### config.mk
export PLATFORM = sky130hd
export DESIGN_NAME = uart_tx_arbiter
export DESIGN_NICKNAME = d
export VERILOG_FILES = /design/src/rtl/uart_tx_arbiter.sv
export SDC_FILE = /design/constraint.sdc
export NUM_CORES = 1
export LEC_CHECK = 0
export ABC_AREA = 1
export BUFFER_PORTS_ARGS = -buffer_cell sky130_fd_sc_hd__buf_2
export CAP_MARGIN = 30
export CORE_MARGIN = 5
export CORE_UTILIZATION = 40
export DETAILED_ROUTE_END_ITERATION = 10
export SLEW_MARGIN = 20
export SYNTH_ARGS = -nofsm -noshare
export SYNTH_HDL_FRONTEND = slang
export SYNTH_SLANG_ARGS = --single-unit
### constraint.sdc
create_clock -name clk -period 2.1 [get_ports clk]
set_clock_uncertainty 0.2 [all_clocks]
set_input_delay 0.315 -clock clk [delete_from_list [all_inputs] [get_ports clk]]
set_output_delay 0.315 -clock clk [all_outputs]
set_load 0.02 [all_outputs]
### src/rtl/uart_tx_arbiter.sv
// uart_tx_arbiter: packet-level round-robin arbiter sharing one UART byte transmitter among NUM_REQ requesters
module uart_tx_arbiter #(
  parameter int NUM_REQ        = 4,
  parameter int GAP_CYCLES     = 16,
  parameter int TIMEOUT_CYCLES = 50000
) (
  input  logic                       clk,
  input  logic                       rst,
  input  logic [NUM_REQ-1:0]         req_valid,
  input  logic [NUM_REQ*8-1:0]       req_data,
  input  logic [NUM_REQ-1:0]         req_last,
  output logic [NUM_REQ-1:0]         req_ready,
  output logic [7:0]                 tx_data,
  output logic                       tx_start,
  input  logic                       tx_busy,
  output logic [$clog2(NUM_REQ)-1:0] grant_id,
  output logic                       grant_active,
  output logic                       abort
);
  localparam int IW = $clog2(NUM_REQ);
  localparam int CMAX = TIMEOUT_CYCLES > GAP_CYCLES ? TIMEOUT_CYCLES : GAP_CYCLES;
  localparam int CW = $clog2(CMAX + 1);
  localparam logic [CW-1:0] TO_END = CW'(TIMEOUT_CYCLES - 1);
  localparam logic [CW-1:0] GAP_END = CW'(GAP_CYCLES > 0 ? GAP_CYCLES - 1 : 0);
  typedef enum logic [2:0] {IDLE, LOAD, START, WAIT, GAP} state_t;
  state_t state_q, state_d;
  logic [IW-1:0] ptr_q, ptr_d, grant_id_q, grant_id_d, sel, idx, next_id;
  logic [CW-1:0] cnt_q, cnt_d;
  logic [7:0] tx_data_q, tx_data_d;
  logic last_q, last_d, grant_active_q, grant_active_d, tx_start_q, abort_q, abort_d;
  logic hs, done;
  always_comb begin
    sel = ptr_q;
    idx = ptr_q;
    for (int i = NUM_REQ - 1; i >= 0; i--) begin
      idx = IW'((int'(ptr_q) + i) % NUM_REQ);
      if (req_valid[idx]) sel = idx;
    end
  end
  assign hs = state_q == LOAD && req_valid[grant_id_q];
  assign next_id = (grant_id_q == IW'(NUM_REQ - 1)) ? '0 : grant_id_q + IW'(1);
  assign req_ready = (state_q == LOAD) ? req_valid & (NUM_REQ'(1) << grant_id_q) : '0;
  always_comb begin
    state_d = state_q;
    ptr_d = ptr_q;
    grant_id_d = grant_id_q;
    cnt_d = cnt_q;
    tx_data_d = tx_data_q;
    last_d = last_q;
    grant_active_d = grant_active_q;
    abort_d = 1'b0;
    done = 1'b0;
    case (state_q)
      IDLE: if (|req_valid) begin
        state_d = LOAD;
        grant_id_d = sel;
        grant_active_d = 1'b1;
        cnt_d = '0;
      end
      LOAD: if (hs) begin
        tx_data_d = req_data[{grant_id_q, 3'b000} +: 8];
        last_d = req_last[grant_id_q];
        cnt_d = '0;
        state_d = START;
      end else if (cnt_q == TO_END) begin
        abort_d = 1'b1;
        done = 1'b1;
      end else cnt_d = cnt_q + CW'(1);
      START: state_d = WAIT;
      WAIT: if (!tx_busy) begin
        state_d = LOAD;
        done = last_q;
      end
      default: if (cnt_q == GAP_END) state_d = IDLE; else cnt_d = cnt_q + CW'(1);
    endcase
    if (done) begin
      grant_active_d = 1'b0;
      ptr_d = next_id;
      cnt_d = '0;
      state_d = (GAP_CYCLES > 0) ? GAP : IDLE;
    end
  end
  always_ff @(posedge clk) begin
    if (rst) begin
      state_q <= IDLE;
      ptr_q <= '0;
      grant_id_q <= '0;
      cnt_q <= '0;
      tx_data_q <= '0;
      last_q <= 1'b0;
      grant_active_q <= 1'b0;
      tx_start_q <= 1'b0;
      abort_q <= 1'b0;
    end else begin
      state_q <= state_d;
      ptr_q <= ptr_d;
      grant_id_q <= grant_id_d;
      cnt_q <= cnt_d;
      tx_data_q <= tx_data_d;
      last_q <= last_d;
      grant_active_q <= grant_active_d;
      tx_start_q <= state_d == START;
      abort_q <= abort_d;
    end
  end
  assign tx_data = tx_data_q;
  assign tx_start = tx_start_q;
  assign grant_id = grant_id_q;
  assign grant_active = grant_active_q;
  assign abort = abort_q;
endmodule

==> impl_metrics.ini <==
[status]
status = finished clean

[route]
vias = 2975
drt_wl_total_mm = 7.48
first_iter_violations = 203
firstDrtPassIters = 6
drcViolationCount = 0
ant_nets = 0
avgRoutedWirePerCell_um = 12.9
routed_via_density = 5.15

[floorplanning]
ios = 60
placementRows = 29
fp.dieW_um = 91.9
initial_core_util_pct = 41.8
coreArea_sq_um = 6420
dieArea_sq_um = 8450
dieHeight_um = 91.9

[setup_path]
crit_path_start_kind = flip-flop
slowest_stage = dfxtp_1
arrival_ns = 1.47
rr_startpoint = cnt_q[0]
cp_max_fo = 14
cp_cell_sequence = nor2_4, inv_6, nor2_8, inv_4, nor3_1, buf_4
required_ns = 1.58
crit_path_start = state_q[2]
cp-end-kind = output pin
critical_path_class = reg -> out
slowest_delay_ns = 0.35

[sta]
setup_viol = 0
fin_crit_sh_pct = 94.6
tightest_slew_ns = 0.392
fmax_mhz = 503
setup_ws_ns = 0.114
maxSlewViolCount = 0
fin_crit_ns = 1.99
hold_viol = 0
tns_ns = 0
slew_headroom_pct = 73.8
rsz0062_at_grt = no

[synthesis]
synthXorXnorAreaFrac_pct = 1.31
ys_seq_elements = 35
synth_area_per_cell_sq_um = 6.16
synth_edf_count = 0
synthMuxAreaShare_pct = 0
syn_nets = 484
synth_compound_area_share_pct = 16.8
synthAdderAreaFrac_pct = 2.33
syn_inst = 436
synth_flop_cell = dfxtp_1
ys_async_sr_fraction_pct = 0
synth_area_sq_um = 2680
yosys.area_share.simple_pct = 41.5
synth_top_family_by_area = simple AND/OR/NAND/NOR gates
ys_warn_count = 0
ys_types = 34
seq_area_frac_synth_pct = 26.1

[grt]
grt_antenna_before_repair = 0
grt_first_pass_wirelength_mm = 12.4
grt_pass1_vias = 2710
grt_max_degree = 23
overflow = 0
grt_usage_pct = 17.6

[cts]
clock_latency_ns = 0.29
cts_inserted_buffers = 5
cts_root_buf = clkbuf_8
cts_tree = done
h-tree-depth = 2
cts_buffer_depth = 2
cts.sinks = 35
path_clk_slew_ns = 0.07

[placed_design]
numPortBuffers = 59
place_congestion = 0.876
dp_slack_ns = 0.0966
hpwl_mm = 5.70

[pwr]
leakage_nw = 1.47
ir_drop_mv = 0.350
p_per_area_nw_per_um2 = 671

[hold_path]
holdCritStartpoint = rst
worstHoldPathType = in -> reg

[finish]
fin_nets = 548
area_delta_synth_final_pct = 20.7
n_antenna_cell = 0
final_core_util_pct = 50.4
drive_gt1_share_pct = 25.3

[job]
drv_cap = 0
worst max-delay path, delay by kind of cell, from the launching register on:
kind / cells / cell delay, ns
buf+inv: 3 / 0.36
flops: 1 / 0.35
simple gates: 3 / 0.48
timing repair:
item                                    CTS  global route
hold buffers                              0             0
resized for setup                         0            14
endpoints found under the setup margin    0            16
buffers inserted                          0             3
logic make-up after synthesis:
logic type	count (synthesis)
and+or+nand+nor	241
AOI/OAI and AO/OA	78
buffers and inverters	73
DFF	35
adders and majority gates	5
xor gates and xnor gates	4
metal layers:
layer  wire, um  GRT usage [%]  up-vias  part of all wire [%]
met1       3380           23.9     1307                    45
met4        115           4.46        0                   1.5
met5          0              0        -                     0
met2       3380           28.5      119                    45
li1           -              -     1534                     -
met3        616           3.85       15                   8.2
path summary, 6_finish.rpt:
path / to / slack (ns) / depth (start not counted)
setup / recovery: req_ready[3] / 0.11 / 6
hold / removal: state_q[1] / 0.06 / 2
setup reg to reg: cnt_q[3] / 0.19 / 12
hold reg to reg: tx_data[5] / 0.24 / 2
layout by cell type, fill, tap and decap left out, drive strengths merged:
cell type / Yosys / routed
nand2: 120 / 120
buf: 11 / 73
nor2: 64 / 65
inv: 55 / 55
o21ai: 39 / 39
nand3: 36 / 36
dfxtp: 35 / 35
a21oi: 26 / 26
nand4: 11 / 11
o22ai: 10 / 10
nor3: 6 / 6
clkbuf: 6 / 6
ha: 5 / 5
xor2: 2 / 2
xnor2: 2 / 2
nand3b: 2 / 2
o21bai: 2 / 2
clkinv: 1 / 2
or2: 1 / 1
nor4: 1 / 1
a31oi: 1 / 1
clkinvlp: 0 / 1
sequential cells by signal, indices dropped and copies added, names as in the netlist:
| name | flops |
|---|---|
| last_q | 1 |
| grant_id | 2 |
| state_q | 3 |
| ptr_q | 2 |
| tx_start | 1 |
| abort | 1 |
| grant_active | 1 |
| tx_data | 8 |
| cnt_q | 16 |
through the flow:
| step | hold WS [ns] | cells | power [mW] | area (sq um) |
|---|---|---|---|---|
| finish | 0.0613 | 578 | 2.17 | 3240 |
| global route | 0.0708 | 578 | 2.32 | 3240 |
| CTS | 0.0612 | 574 | 2.12 | 3160 |
| detailed placement | 0.235 | 566 | 1.59 | 3070 |
| global placement | 0.234 | 566 | 1.58 | 3070 |
| floorplan | 0.184 | 436 | 1.39 | 2680 |
where the power goes:
| group | internal (mW) | switching [mW] | total [mW] |
|---|---|---|---|
| combinational | 0.299 | 0.575 | 0.874 |
| clock | 0.268 | 0.260 | 0.528 |
| sequential | 0.727 | 0.0427 | 0.770 |
Yosys cell counts, types with 3 or more instances:
cell type | instances | share of area [%]
nand2_2 | 6 | 1.4
nand2_4 | 4 | 1.7
clkbuf_1 | 6 | 0.84
nor3_1 | 6 | 1.1
a21oi_1 | 15 | 2.8
inv_2 | 4 | 0.56
nor2_2 | 4 | 0.93
a21oi_2 | 11 | 3.6
nor2_1 | 56 | 7.8
o22ai_1 | 10 | 2.3
nand4_1 | 11 | 2.6
nand3_2 | 3 | 1.1
buf_6 | 4 | 1.7
buf_2 | 3 | 0.56
dfxtp_1 | 35 | 26
nand3_1 | 33 | 6.2
ha_1 | 5 | 2.3
o21ai_0 | 38 | 7.1
nand2_1 | 110 | 15
inv_1 | 49 | 6.9
cell type report:
type	instances	area (sq um)
clock buffer	6	82.6
clock inverter	2	16.3
sequential	35	704
multi-input combinational	329	1700
tap	77	96.3
fill	673	3180
inverter	56	220
timing repair buffer	73	423
Power figures use the tool's default switching activity.
